$ cat config.mk
export PLATFORM = sky130hd
export DESIGN_NAME = scc68070_timer_unit
export DESIGN_NICKNAME = d
export VERILOG_FILES = /design/src/rtl/scc68070_timer_unit.sv
export SDC_FILE = /design/constraint.sdc
export NUM_CORES = 1
export LEC_CHECK = 0
export BUFFER_PORTS_ARGS = -buffer_cell sky130_fd_sc_hd__buf_2
export CAP_MARGIN = 25
export CORE_UTILIZATION = 62
export DETAILED_ROUTE_END_ITERATION = 6
export PLACE_DENSITY = 0.85
export SLEW_MARGIN = 20
export SYNTH_ARGS = -nofsm -noshare
export SYNTH_HDL_FRONTEND = slang
export SYNTH_SLANG_ARGS = --single-unit
$ cat constraint.sdc
create_clock -name clk -period 3.5 [get_ports clk]
set_clock_uncertainty 0.1 [all_clocks]
set_input_delay 0 -clock clk [delete_from_list [all_inputs] [get_ports clk]]
set_output_delay 0 -clock clk [all_outputs]
set_load 0.1 [all_outputs]
$ cat src/rtl/scc68070_timer_unit.sv
// ---------------------------------------------------------------------------
// scc68070_timer_unit
// Prescaled timer/counter peripheral for the SCC68070 SoC wrapper.
// Channel 0 is a free-running reload timer. Channels 1..NUM_CHANNELS-1
// support match, capture and event-count modes. Status is write-1-to-clear,
// and irq is a registered OR of the status flags.
//
// Ports:
//   clk           system clock
//   nReset        asynchronous active-low reset
//   cs            register window select
//   addr[2:0]     register index (A[3:1])
//   uds / lds     upper / lower byte strobes, active-high
//   write_strobe  1 = write, 0 = read
//   data_in[15:0] CPU write data
//   data_out[15:0] combinational read data, 0 when not reading
//   bus_ack       equals cs (zero wait states)
//   t_in[2:0]     async event/capture pins for channels 1..2 (bit 0 unused)
//   irq           level interrupt request
// ---------------------------------------------------------------------------
module scc68070_timer_unit #(
    parameter int unsigned NUM_CHANNELS = 3,
    parameter int unsigned WIDTH        = 16,
    parameter int unsigned PRESCALE_DIV = 96
) (
    input  logic        clk,
    input  logic        nReset,
    input  logic        cs,
    input  logic [2:0]  addr,
    input  logic        uds,
    input  logic        lds,
    input  logic        write_strobe,
    input  logic [15:0] data_in,
    output logic [15:0] data_out,
    output logic        bus_ack,
    input  logic [2:0]  t_in,
    output logic        irq
);

    localparam int unsigned PW         = $clog2(PRESCALE_DIV);
    localparam logic [PW-1:0] PLAST    = PW'(PRESCALE_DIV - 1);
    localparam logic [WIDTH-1:0] MAX   = '1;
    localparam bit IMPL1               = (NUM_CHANNELS > 1);
    localparam bit IMPL2               = (NUM_CHANNELS > 2);
    localparam logic [7:0] STAT_MASK   = 8'h80 | (IMPL1 ? 8'h70 : 8'h00)
                                               | (IMPL2 ? 8'h0E : 8'h00);
    localparam logic [7:0] CTRL_MASK   = (IMPL1 ? 8'hF0 : 8'h00)
                                       | (IMPL2 ? 8'h0F : 8'h00);

    // Byte-lane merge of a CPU write into a WIDTH-bit register
    function automatic logic [WIDTH-1:0] merge_bytes(
        input logic [WIDTH-1:0] old,
        input logic             hi,
        input logic             lo,
        input logic [15:0]      d
    );
        logic [15:0] v;
        v = 16'(old);
        if (hi) v[15:8] = d[15:8];
        if (lo) v[7:0]  = d[7:0];
        return WIDTH'(v);
    endfunction

    // Next counter value and {ma, cap, ov} flags for one mode channel
    function automatic logic [WIDTH+2:0] chan_next(
        input logic [WIDTH-1:0] cnt,
        input logic [1:0]       mode,
        input logic [1:0]       evsel,
        input logic             tick,
        input logic             rise,
        input logic             fall,
        input logic [WIDTH-1:0] reload,
        input logic [WIDTH-1:0] t0
    );
        logic [WIDTH-1:0] n;
        logic             ma;
        logic             cap;
        logic             ov;
        logic             ev;
        n   = cnt;
        ma  = 1'b0;
        cap = 1'b0;
        ov  = 1'b0;
        ev  = (evsel[0] & rise) | (evsel[1] & fall);
        case (mode)
            2'b01: begin
                if (tick) begin
                    if (cnt == MAX) begin
                        n  = '0;
                        ov = 1'b1;
                    end else begin
                        n = cnt + WIDTH'(1);
                    end
                    ma = (n == reload);
                end
            end
            2'b10: begin
                if (ev) begin
                    n   = t0;
                    cap = 1'b1;
                end
            end
            2'b11: begin
                if (ev) begin
                    if (cnt == MAX) begin
                        n  = '0;
                        ov = 1'b1;
                    end else begin
                        n = cnt + WIDTH'(1);
                    end
                end
            end
            default: ;
        endcase
        return {ma, cap, ov, n};
    endfunction

    logic [PW-1:0]    r_presc;
    logic [WIDTH-1:0] r_t0;
    logic [WIDTH-1:0] r_t1;
    logic [WIDTH-1:0] r_t2;
    logic [WIDTH-1:0] r_reload;
    logic [7:0]       r_ctrl;
    logic [7:0]       r_status;
    logic [2:1]       r_sync1;
    logic [2:1]       r_sync2;
    logic [2:1]       r_tin_q;
    logic             r_irq;

    logic             w_tick;
    logic             w_wr;
    logic             w_wr_any;
    logic             w_wr_t0;
    logic             w_wr_t1;
    logic             w_wr_t2;
    logic             w_wr_reload;
    logic             w_wr_stat;
    logic             w_wr_ctrl;
    logic [2:1]       w_rise;
    logic [2:1]       w_fall;
    logic [WIDTH+2:0] w_c1;
    logic [WIDTH+2:0] w_c2;
    logic [2:0]       w_c1_f;
    logic [2:0]       w_c2_f;
    logic [WIDTH-1:0] w_t0_nxt;
    logic             w_t0_ov;
    logic [WIDTH-1:0] w_t1_nxt;
    logic [WIDTH-1:0] w_t2_nxt;
    logic [7:0]       w_status_nxt;
    logic             w_unused;

    assign w_unused = t_in[0];

    // Time base and write decode
    assign w_tick      = (r_presc == PLAST);
    assign w_wr        = cs & write_strobe;
    assign w_wr_any    = w_wr & (uds | lds);
    assign w_wr_reload = w_wr_any & (addr == 3'd1);
    assign w_wr_t0     = w_wr_any & (addr == 3'd2);
    assign w_wr_t1     = w_wr_any & (addr == 3'd3);
    assign w_wr_t2     = w_wr_any & (addr == 3'd4);
    assign w_wr_stat   = w_wr & uds & (addr == 3'd0);
    assign w_wr_ctrl   = w_wr & lds & (addr == 3'd0);

    // Edge detector on the synchronised pins
    assign w_rise = r_sync2 & ~r_tin_q;
    assign w_fall = ~r_sync2 & r_tin_q;

    assign w_c1 = chan_next(r_t1, r_ctrl[5:4], r_ctrl[7:6], w_tick,
                            w_rise[1], w_fall[1], r_reload, r_t0);
    assign w_c2 = chan_next(r_t2, r_ctrl[1:0], r_ctrl[3:2], w_tick,
                            w_rise[2], w_fall[2], r_reload, r_t0);

    // Counter next state; a CPU write wins and swallows that cycle's tick/edge
    always_comb begin
        w_t0_nxt = r_t0;
        w_t0_ov  = 1'b0;
        w_t1_nxt = '0;
        w_t2_nxt = '0;
        w_c1_f   = 3'b000;
        w_c2_f   = 3'b000;
        if (w_wr_t0) begin
            w_t0_nxt = merge_bytes(r_t0, uds, lds, data_in);
        end else if (w_tick) begin
            if (r_t0 == MAX) begin
                w_t0_nxt = r_reload;
                w_t0_ov  = 1'b1;
            end else begin
                w_t0_nxt = r_t0 + WIDTH'(1);
            end
        end
        if (IMPL1) begin
            if (w_wr_t1) begin
                w_t1_nxt = merge_bytes(r_t1, uds, lds, data_in);
            end else begin
                w_t1_nxt = w_c1[WIDTH-1:0];
                w_c1_f   = w_c1[WIDTH+2:WIDTH];
            end
        end
        if (IMPL2) begin
            if (w_wr_t2) begin
                w_t2_nxt = merge_bytes(r_t2, uds, lds, data_in);
            end else begin
                w_t2_nxt = w_c2[WIDTH-1:0];
                w_c2_f   = w_c2[WIDTH+2:WIDTH];
            end
        end
    end

    // Status: new flags take priority over a same-cycle write-1 clear
    always_comb begin
        w_status_nxt = r_status;
        if (w_wr_stat) begin
            w_status_nxt = r_status & ~data_in[15:8];
        end
        w_status_nxt = (w_status_nxt | {w_t0_ov, w_c1_f, w_c2_f, 1'b0}) & STAT_MASK;
    end

    always_ff @(posedge clk or negedge nReset) begin
        if (!nReset) begin
            r_presc  <= '0;
            r_t0     <= '0;
            r_t1     <= '0;
            r_t2     <= '0;
            r_reload <= '0;
            r_ctrl   <= '0;
            r_status <= '0;
            r_sync1  <= '0;
            r_sync2  <= '0;
            r_tin_q  <= '0;
            r_irq    <= 1'b0;
        end else begin
            r_presc  <= w_tick ? '0 : r_presc + PW'(1);
            r_sync1  <= t_in[2:1];
            r_sync2  <= r_sync1;
            r_tin_q  <= r_sync2;
            if (w_wr_reload) begin
                r_reload <= merge_bytes(r_reload, uds, lds, data_in);
            end
            if (w_wr_ctrl) begin
                r_ctrl <= data_in[7:0] & CTRL_MASK;
            end
            r_t0     <= w_t0_nxt;
            r_t1     <= w_t1_nxt;
            r_t2     <= w_t2_nxt;
            r_status <= w_status_nxt;
            r_irq    <= |r_status;
        end
    end

    // Combinational read mux
    always_comb begin
        data_out = 16'h0000;
        if (cs && !write_strobe) begin
            case (addr)
                3'd0:    data_out = {r_status, r_ctrl};
                3'd1:    data_out = 16'(r_reload);
                3'd2:    data_out = 16'(r_t0);
                3'd3:    data_out = 16'(r_t1);
                3'd4:    data_out = 16'(r_t2);
                default: data_out = 16'h0000;
            endcase
        end
    end

    assign bus_ack = cs;
    assign irq     = r_irq;

endmodule

==> impl_results.html, run 1 <==
<table>
<tr><th>Metric</th><th>Value</th></tr>
<tr><th colspan="2">Run status</th></tr>
<tr><td>Result of the run</td><td>finished with violations</td></tr>
<tr><td>Violated checks</td><td>hold timing</td></tr>
<tr><th colspan="2">Synth</th></tr>
<tr><td>Fraction of registers with async set/reset</td><td>100%</td></tr>
<tr><td>Post-synth cell types</td><td>68</td></tr>
<tr><td>Count of flip-flops with a built-in enable after synthesis</td><td>0</td></tr>
<tr><td>Leading post-synthesis cells by instance count</td><td>106 x sky130_fd_sc_hd__nand2_1, 93 x sky130_fd_sc_hd__dfrtp_1, 80 x sky130_fd_sc_hd__nor2_1</td></tr>
<tr><td>Syn Inst Count</td><td>832</td></tr>
<tr><td>Syn_nets</td><td>864</td></tr>
<tr><td>Count of state elements after synthesis</td><td>93</td></tr>
<tr><td>Most numerous cell in the Yosys netlist</td><td>sky130_fd_sc_hd__nand2_1</td></tr>
<tr><td>Library cell occupying the most area in the post-synthesis netlist</td><td>sky130_fd_sc_hd__dfrtp_1</td></tr>
<tr><td>Share of the synthesized area in the top cell type</td><td>34.3%</td></tr>
<tr><td>Area of the mapped netlist</td><td>6780 um^2</td></tr>
<tr><td>Share of the yosys chip area belonging to registers</td><td>34.3%</td></tr>
<tr><td>Dominant register cell in the synthesized netlist</td><td>sky130_fd_sc_hd__dfrtp_1</td></tr>
<tr><td>YS warnings</td><td>0</td></tr>
<tr><td>Syn Area/Cell</td><td>8.14 um^2</td></tr>
<tr><td>Main area contributors after synthesis</td><td>sky130_fd_sc_hd__dfrtp_1 34%, sky130_fd_sc_hd__nand2_1 5.9%, sky130_fd_sc_hd__a21oi_1 5.2%, sky130_fd_sc_hd__mux2_2 5.0%, sky130_fd_sc_hd__o21ai_0 4.5%</td></tr>
<tr><th colspan="2">Clock network</th></tr>
<tr><td>Clock tree from TritonCTS</td><td>yes</td></tr>
<tr><td>CTS H-tree lvls</td><td>3</td></tr>
<tr><td>CTS clock-pin slew for the worst setup and hold paths</td><td>0.10 ns</td></tr>
<tr><td>Number of hold buffers added after cts</td><td>19</td></tr>
<tr><td>Number of buffers inserted by post-CTS setup repair</td><td>0</td></tr>
<tr><td>CTS root buf</td><td>sky130_fd_sc_hd__clkbuf_8</td></tr>
<tr><td>Maximum buffer depth of the clock tree</td><td>2</td></tr>
<tr><td>Sink Count</td><td>93</td></tr>
<tr><td>Number of clock buffers inserted by TritonCTS</td><td>9</td></tr>
<tr><td>Clk Latency, worst-skew pair</td><td>0.39 ns</td></tr>
<tr><td>Resized Gates After CTS</td><td>0</td></tr>
<tr><th colspan="2">Power</th></tr>
<tr><td>Worst supply voltage drop on vdd</td><td>396 uV</td></tr>
<tr><td>Power per cell area</td><td>623 nW/um^2</td></tr>
<tr><td>Pleak</td><td>2.94 nW</td></tr>
<tr><th colspan="2">Drt</th></tr>
<tr><td>1st-iter DRT viols</td><td>992</td></tr>
<tr><td>Sum of routed wire length over all layers</td><td>23.2 mm</td></tr>
<tr><td>Post-route ant nets</td><td>0</td></tr>
<tr><td>Residual DRC count</td><td>0</td></tr>
<tr><td>Vias per cell</td><td>7.02</td></tr>
<tr><td>Drt wl/cell</td><td>23.3 um</td></tr>
<tr><td>Number of vias in the routed layout</td><td>7002</td></tr>
<tr><td>Number of iterations in the first detailed-routing pass</td><td>5</td></tr>
<tr><th colspan="2">Critical path</th></tr>
<tr><td>Critical Path Start Type</td><td>flop</td></tr>
<tr><td>Largest fanout of any net on the critical path</td><td>13</td></tr>
<tr><td>Worst Path Class, Setup</td><td>reg -&gt; reg</td></tr>
<tr><td>Element type at the critical path end</td><td>flop</td></tr>
<tr><td>Critical path data required time</td><td>3.70 ns</td></tr>
<tr><td>Cell with the largest stage delay on the worst path</td><td>sky130_fd_sc_hd__nor2_1</td></tr>
<tr><td>Delay of the slowest cell on the worst path</td><td>0.67 ns</td></tr>
<tr><td>Buffer and inverter count on the worst path</td><td>1</td></tr>
<tr><td>Dominant delay contributor by cell family on the critical path</td><td>simple AND/OR/NAND/NOR gates</td></tr>
<tr><td>CP Data Arrival Time</td><td>3.19 ns</td></tr>
<tr><td>Ordered cell list for the critical path</td><td>ha_1 &gt; and4_1 &gt; nand2_1 &gt; nor2_1 &gt; inv_1 &gt; a221oi_1 &gt; nand4_1 &gt; o31ai_1</td></tr>
<tr><th colspan="2">STA</th></tr>
<tr><td>Aggregate negative setup slack</td><td>0 ns</td></tr>
<tr><td>Worst max-slew margin expressed relative to the limit</td><td>34.6%</td></tr>
<tr><td>Crit share post-route</td><td>85.4%</td></tr>
<tr><td>Post-layout min period</td><td>2.99 ns</td></tr>
<tr><td>Final Worst Setup Slack</td><td>0.512 ns</td></tr>
<tr><td>Final setup violation count</td><td>0</td></tr>
<tr><td>RSZ-0062 raised after global routing</td><td>no</td></tr>
<tr><td>Number of hold violations in the final report</td><td>2</td></tr>
<tr><td>Transition time at the pin with the least slew margin</td><td>0.973 ns</td></tr>
<tr><td>Tightest hold margin</td><td>-0.0103 ns</td></tr>
<tr><td>Pins Over Slew Limit</td><td>0</td></tr>
<tr><td>Max Clock Freq</td><td>335 MHz</td></tr>
<tr><th colspan="2">Placement</th></tr>
<tr><td>Placed cell area</td><td>6980 um^2</td></tr>
<tr><td>IO Port Bufs</td><td>44</td></tr>
<tr><td>Post-DP HPWL</td><td>16.5 mm</td></tr>
<tr><td>Gp weighted congestion</td><td>1.04</td></tr>
<tr><td># placed instances</td><td>961</td></tr>
<tr><td>Setup WS pre-CTS</td><td>0.630 ns</td></tr>
<tr><th colspan="2">Global route</th></tr>
<tr><td>Number of antenna violations at the first check in global routing</td><td>0</td></tr>
<tr><td>Wire length of the first global-routing pass</td><td>35.6 mm</td></tr>
<tr><td>Vias in the first global route</td><td>6311</td></tr>
<tr><td>GR Util All Layers</td><td>41.9%</td></tr>
<tr><td>Maximum number of pins on one net before global-route repair</td><td>77</td></tr>
<tr><td>Total grt overflow</td><td>0</td></tr>
<tr><th colspan="2">Final layout</th></tr>
<tr><td>Design area</td><td>7390 um^2</td></tr>
<tr><td>Synth-to-layout area growth</td><td>9.07%</td></tr>
<tr><td>Number of inserted filler cells in the final layout</td><td>843</td></tr>
<tr><td>Utilization after layout</td><td>70.6%</td></tr>
<tr><td>Total Nets Final</td><td>888</td></tr>
<tr><td>Multi-input logic area</td><td>4090 um^2</td></tr>
<tr><td>Antenna diode count</td><td>0</td></tr>
<tr><td>Ratio of cells with drive above 1 in the final layout</td><td>14.2%</td></tr>
<tr><td>FF+latch area</td><td>2330 um^2</td></tr>
<tr><td>Number of standard cells in the layout, taps in and fillers out</td><td>997</td></tr>
<tr><th colspan="2">Floorplanning</th></tr>
<tr><td>Placement Rows</td><td>37</td></tr>
<tr><td>I/O pins</td><td>46</td></tr>
<tr><td>Die Outline Area</td><td>11300 um^2</td></tr>
<tr><td>Starting density of the core</td><td>64.8%</td></tr>
<tr><td>Horizontal die dimension</td><td>107 um</td></tr>
<tr><td>CORE AREA</td><td>10500 um^2</td></tr>
<tr><td>Vertical die dimension</td><td>107 um</td></tr>
<tr><th colspan="2">Min path</th></tr>
<tr><td>Tightest Hold Check Type</td><td>in -&gt; reg</td></tr>
<tr><th colspan="2">Job</th></tr>
<tr><td>Total of max-cap violations</td><td>0</td></tr>
</table>
==> routing by layer <==
metal	share of wire [%]	wire, um	track usage [%]	vias up
met2	44	10200	62.8	507
met5	0	0	0	-
met1	39	9110	56.5	3308
li1	-	-	-	3080
met4	5.7	1330	23.8	0
met3	11	2570	8.28	107
==> state kept, by name, indices dropped and copies added, names as in the netlist <==
name / cells
irq: 1
r_ctrl: 8
r_presc: 7
r_reload: 16
r_status: 7
r_sync1: 2
r_sync2: 2
r_t0: 16
r_t1: 16
r_t2: 16
r_tin_q: 2
==> placed cells by master, fill, tap and decap left out, types with 6 or more instances in the layout <==
cell type	count
sky130_fd_sc_hd__a211oi_1	13
sky130_fd_sc_hd__a21oi_1	70
sky130_fd_sc_hd__a22oi_1	16
sky130_fd_sc_hd__a31oi_1	17
sky130_fd_sc_hd__and3_1	7
sky130_fd_sc_hd__and4_1	6
sky130_fd_sc_hd__buf_2	43
sky130_fd_sc_hd__buf_4	17
sky130_fd_sc_hd__clkbuf_8	10
sky130_fd_sc_hd__dfrtp_1	93
sky130_fd_sc_hd__dlygate4sd3_1	19
sky130_fd_sc_hd__inv_1	13
sky130_fd_sc_hd__mux2_2	30
sky130_fd_sc_hd__mux2i_1	16
sky130_fd_sc_hd__nand2_1	106
sky130_fd_sc_hd__nand3_1	33
sky130_fd_sc_hd__nand4_1	17
sky130_fd_sc_hd__nor2_1	80
sky130_fd_sc_hd__nor3_1	12
sky130_fd_sc_hd__o211ai_1	15
sky130_fd_sc_hd__o21a_1	9
sky130_fd_sc_hd__o21ai_0	61
sky130_fd_sc_hd__o311ai_0	15
sky130_fd_sc_hd__or3_1	9
sky130_fd_sc_hd__xnor2_1	30
sky130_fd_sc_hd__xor2_1	19
==> kinds of logic (layout without fill, tap and decap cells) <==
family,after synthesis,after routing,synth area share [%]
mux,46,46,7.35
fa+ha+maj,4,4,0.739
compound gates,245,245,22.6
xor+xnor,49,49,6.33
buf+inv,80,109,5.32
simple gates,315,315,23.3
flops,93,93,34.3
==> area by class of cell <==
class	count	share of cell area (%)
Tap cell	136	2.30
Timing Repair Buffer	80	7.37
Clock buffer	10	1.86
Sequential cell	93	31.5
Multi-Input combinational cell	659	55.4
Clock inverter	6	0.948
Inverter	13	0.660
==> stage by stage <==
stage | total power, mW | hold WS (ns)
5_1_grt | 4.82 | 0.0325
6_report | 4.60 | -0.0103
3_5_place_dp | 3.72 | 0.0143
3_3_place_gp | 3.68 | 0.0114
2_1_floorplan | 3.24 | -0.396
4_1_cts | 4.52 | 0.0779
==> power breakdown <==
group          internal [mW]  leakage [nW]  switching, mW  total (mW)
clock network          0.355        0.0955          0.425       0.780
logic                  0.790          1.70           1.04        1.83
registers               1.34          1.14          0.646        1.99
==> tightest hold or removal path, stage by stage <==
cell,delay (ns)
sky130_fd_sc_hd__buf_2,0.14
sky130_fd_sc_hd__o21ai_1,0.15
sky130_fd_sc_hd__nand2_1,0.09
sky130_fd_sc_hd__o21ai_0,0.07
==> worst paths after layout <==
| kind | end | depth (start not counted) | from | slack, ns |
|---|---|---|---|---|
| worst max-delay path | r_status[6]$_DFF_PN0_ | 8 | r_t1[0]$_DFFE_PN0P_ | 0.51 |
| worst min-delay path | r_t2[0]$_DFFE_PN0P_ | 4 | lds | -0.01 |
| worst max register to register | r_status[6]$_DFF_PN0_ | 8 | r_t1[0]$_DFFE_PN0P_ | 0.51 |
| worst min register to register | r_sync2[2]$_DFF_PN0_ | 0 | r_sync1[2]$_DFF_PN0_ | 0.27 |
| max in group asynchronous | r_sync2[2]$_DFF_PN0_ | 3 | nReset | 2.42 |
| min in group asynchronous | r_t2[8]$_DFFE_PN0P_ | 2 | nReset | 0.10 |
Note: power is estimated with default switching activity, not from simulation.
==> run 2, diff against run 1 <==
==> constraint.sdc (replaced) <==
create_clock -name clk -period 3.5 [get_ports clk]
set_clock_uncertainty 0.1 [all_clocks]
set_input_delay 0.35 -clock clk [delete_from_list [all_inputs] [get_ports clk]]
set_output_delay 0.35 -clock clk [all_outputs]
set_load 0.1 [all_outputs]
==> run 2 against run 1 <==
Effect of this change:
- the flow finishes with violations (DRC)
- final area shrank 1.3%
- register-to-register slack got worse by 0.11 ns
- core utilization fell by 0.91 points
- via count decreased by 0.44%
- sequential share of layout area up 0.41 points
- worst setup slack worse by 0.11 ns
- clock power rose by 11%
- sequential power about the same
- largest cell class unchanged
- flip-flop and latch count did not move
- combinational power barely moved
- global-route usage is 0.24 points higher
==> impl_results.html, run 2 (synthesized netlist as in run 1, its figures left out) <==
<table>
<tr><th>Metric</th><th>Value</th></tr>
<tr><th colspan="2">STA</th></tr>
<tr><td>Number of hold violations in the final report</td><td>0</td></tr>
<tr><td>Transition time at the pin with the least slew margin</td><td>0.951 ns</td></tr>
<tr><td>Crit share post-route</td><td>88.6%</td></tr>
<tr><td>Final setup violation count</td><td>0</td></tr>
<tr><td>Post-layout min period</td><td>3.10 ns</td></tr>
<tr><td>Aggregate negative setup slack</td><td>0 ns</td></tr>
<tr><td>RSZ-0062 raised after global routing</td><td>no</td></tr>
<tr><td>Worst max-slew margin expressed relative to the limit</td><td>36.1%</td></tr>
<tr><td>Max Clock Freq</td><td>322 MHz</td></tr>
<tr><td>Pins Over Slew Limit</td><td>0</td></tr>
<tr><td>Tightest hold margin</td><td>0.196 ns</td></tr>
<tr><th colspan="2">Critical path</th></tr>
<tr><td>Critical Path Start Type</td><td>flop</td></tr>
<tr><td>Ordered cell list for the critical path</td><td>ha_1 &gt; and4_1 &gt; nand2_1 &gt; nor2_1 &gt; a21oi_1 &gt; o311ai_0 &gt; nand4_1 &gt; o31ai_1</td></tr>
<tr><td>CP Data Arrival Time</td><td>3.29 ns</td></tr>
<tr><td>Buffer and inverter count on the worst path</td><td>0</td></tr>
<tr><td>Worst Path Class, Setup</td><td>reg -&gt; reg</td></tr>
<tr><td>Worst reg-to-reg path cell count</td><td>8</td></tr>
<tr><td>Delay of the slowest cell on the worst path</td><td>0.69 ns</td></tr>
<tr><td>Cell with the largest stage delay on the worst path</td><td>sky130_fd_sc_hd__nor2_1</td></tr>
<tr><td>Crit path depth</td><td>8</td></tr>
<tr><td>Element type at the critical path end</td><td>flop</td></tr>
<tr><td>Dominant delay contributor by cell family on the critical path</td><td>simple AND/OR/NAND/NOR gates</td></tr>
<tr><td>Critical path data required time</td><td>3.69 ns</td></tr>
<tr><td>Largest fanout of any net on the critical path</td><td>13</td></tr>
<tr><th colspan="2">Drt</th></tr>
<tr><td>Number of vias in the routed layout</td><td>6971</td></tr>
<tr><td>Vias per cell</td><td>7.08</td></tr>
<tr><td>Number of iterations in the first detailed-routing pass</td><td>7</td></tr>
<tr><td>Sum of routed wire length over all layers</td><td>23.3 mm</td></tr>
<tr><td>1st-iter DRT viols</td><td>747</td></tr>
<tr><td>Residual DRC count</td><td>1</td></tr>
<tr><td>Post-route ant nets</td><td>0</td></tr>
<tr><td>Drt wl/cell</td><td>23.7 um</td></tr>
<tr><th colspan="2">Floorplanning</th></tr>
<tr><td>Starting density of the core</td><td>64.8%</td></tr>
<tr><td>I/O pins</td><td>46</td></tr>
<tr><td>Placement Rows</td><td>37</td></tr>
<tr><td>Vertical die dimension</td><td>107 um</td></tr>
<tr><td>Horizontal die dimension</td><td>107 um</td></tr>
<tr><td>Die Outline Area</td><td>11300 um^2</td></tr>
<tr><td>CORE AREA</td><td>10500 um^2</td></tr>
<tr><th colspan="2">Final layout</th></tr>
<tr><td>Multi-input logic area</td><td>4100 um^2</td></tr>
<tr><td>Number of inserted filler cells in the final layout</td><td>833</td></tr>
<tr><td>Total Nets Final</td><td>876</td></tr>
<tr><td>Commonest cells after routing, fill and taps aside</td><td>106 x sky130_fd_sc_hd__nand2_1, 93 x sky130_fd_sc_hd__dfrtp_1, 80 x sky130_fd_sc_hd__nor2_1, 70 x sky130_fd_sc_hd__a21oi_1, 61 x sky130_fd_sc_hd__o21ai_0</td></tr>
<tr><td>Commonest non-fill, non-tap cell in the layout</td><td>sky130_fd_sc_hd__nand2_1</td></tr>
<tr><td>Antenna diode count</td><td>0</td></tr>
<tr><td>Synth-to-layout area growth</td><td>7.66%</td></tr>
<tr><td>Ratio of cells with drive above 1 in the final layout</td><td>14.9%</td></tr>
<tr><td>FF+latch area</td><td>2330 um^2</td></tr>
<tr><th colspan="2">Power</th></tr>
<tr><td>Worst supply voltage drop on vdd</td><td>437 uV</td></tr>
<tr><td>Relative contribution of combinational cells to total power</td><td>39.6%</td></tr>
<tr><td>Sw frac</td><td>44.5%</td></tr>
<tr><td>Total power draw</td><td>4.69 mW</td></tr>
<tr><td>Pleak</td><td>2.92 nW</td></tr>
<tr><td>Sequential group share of total power</td><td>42.0%</td></tr>
<tr><td>NetSw</td><td>2.09 mW</td></tr>
<tr><td>Power per cell area</td><td>644 nW/um^2</td></tr>
<tr><td>Portion of total power attributed to the clock network</td><td>18.4%</td></tr>
<tr><td>Cell internal power dissipation</td><td>2.60 mW</td></tr>
<tr><th colspan="2">Run status</th></tr>
<tr><td>Violated checks</td><td>DRC</td></tr>
<tr><td>Result of the run</td><td>finished with violations</td></tr>
<tr><th colspan="2">Clock network</th></tr>
<tr><td>CTS H-tree lvls</td><td>3</td></tr>
<tr><td>Sink Count</td><td>93</td></tr>
<tr><td>Number of buffers inserted by post-CTS setup repair</td><td>0</td></tr>
<tr><td>Number of clock buffers inserted by TritonCTS</td><td>9</td></tr>
<tr><td>CTS clock-pin slew for the worst setup and hold paths</td><td>0.09 ns</td></tr>
<tr><td>Maximum buffer depth of the clock tree</td><td>2</td></tr>
<tr><td>Clk Latency, worst-skew pair</td><td>0.39 ns</td></tr>
<tr><td>CTS root buf</td><td>sky130_fd_sc_hd__clkbuf_8</td></tr>
<tr><td>Clock tree from TritonCTS</td><td>yes</td></tr>
<tr><th colspan="2">Global route</th></tr>
<tr><td>Maximum number of pins on one net before global-route repair</td><td>74</td></tr>
<tr><td>Wire length of the first global-routing pass</td><td>35.9 mm</td></tr>
<tr><td>Vias in the first global route</td><td>6490</td></tr>
<tr><td>Number of antenna violations at the first check in global routing</td><td>0</td></tr>
<tr><td>Total grt overflow</td><td>0</td></tr>
<tr><td>GR Util All Layers</td><td>42.1%</td></tr>
<tr><th colspan="2">Min path</th></tr>
<tr><td>Min-Delay Path Depth</td><td>3</td></tr>
<tr><td>Tightest Hold Check Type</td><td>in -&gt; reg</td></tr>
<tr><th colspan="2">Placement</th></tr>
<tr><td>IO Port Bufs</td><td>44</td></tr>
<tr><td>Gp weighted congestion</td><td>0.965</td></tr>
<tr><td>Post-DP HPWL</td><td>16.7 mm</td></tr>
<tr><th colspan="2">Job</th></tr>
<tr><td>Total of max-cap violations</td><td>0</td></tr>
</table>
-- run 2: per-stage QoR --
stage	worst slack, ns	cell area, um^2	util (%)	cells
floorplan	0.0243	6780	-	832
global placement	0.600	7010	67.0	965
detailed placement	0.441	7010	67.0	965
CTS	0.499	7250	69.3	982
global route	0.275	7290	69.7	984
finish	0.398	7290	69.7	984
-- run 2: path summary, 6_finish.rpt --
| check | startpoint | endpoint | slack (ns) |
|---|---|---|---|
| worst max register to register | r_t1[1]$_DFFE_PN0P_ | r_status[6]$_DFF_PN0_ | 0.40 |
| max in group asynchronous | nReset | r_tin_q[2]$_DFF_PN0_ | 2.13 |
| worst min register to register | r_sync1[1]$_DFF_PN0_ | r_sync2[1]$_DFF_PN0_ | 0.26 |
| worst max-delay path | r_t1[1]$_DFFE_PN0P_ | r_status[6]$_DFF_PN0_ | 0.40 |
| min in group asynchronous | nReset | r_t2[11]$_DFFE_PN0P_ | 0.33 |
| worst min-delay path | data_in[11] | r_t0[11]$_DFFE_PN0P_ | 0.20 |
-- run 2: power by group through the flow --
stage | combinational (mW) | sequential (mW) | clock [mW]
global placement | 1.75 | 1.94 | 0
CTS | 1.82 | 1.93 | 0.856
finish | 1.86 | 1.97 | 0.864
floorplan | 1.62 | 1.62 | 0
detailed placement | 1.80 | 1.95 | 0
global route | 2.04 | 1.99 | 0.891
-- run 2: layout make-up --
| type | instances | area share [%] |
|---|---|---|
| Multi-Input combinational cell | 659 | 56.2 |
| Sequential cell | 93 | 31.9 |
| Timing Repair Buffer | 68 | 5.80 |
| Tap cell | 136 | 2.33 |
| Clock buffer | 10 | 1.75 |
| Clock inverter | 5 | 1.37 |
| Inverter | 13 | 0.669 |
-- run 2: per-layer routing --
layer	up-vias	share of wire (%)	track usage [%]
li1	3047	-	-
met1	3318	40	56.7
met2	523	45	65.7
met3	83	11	6.62
met4	0	4.8	21.6
met5	-	0	0
-- run 2: worst min-delay path: stages --
cell and delay [ns]:
sky130_fd_sc_hd__buf_2 0.15, sky130_fd_sc_hd__nand2_1 0.07, sky130_fd_sc_hd__a31oi_1 0.07
-- run 2: repair_timing --
item	CTS	global route
gates resized for setup	0	0
hold endpoints to repair	2	30
hold buffers	2	1
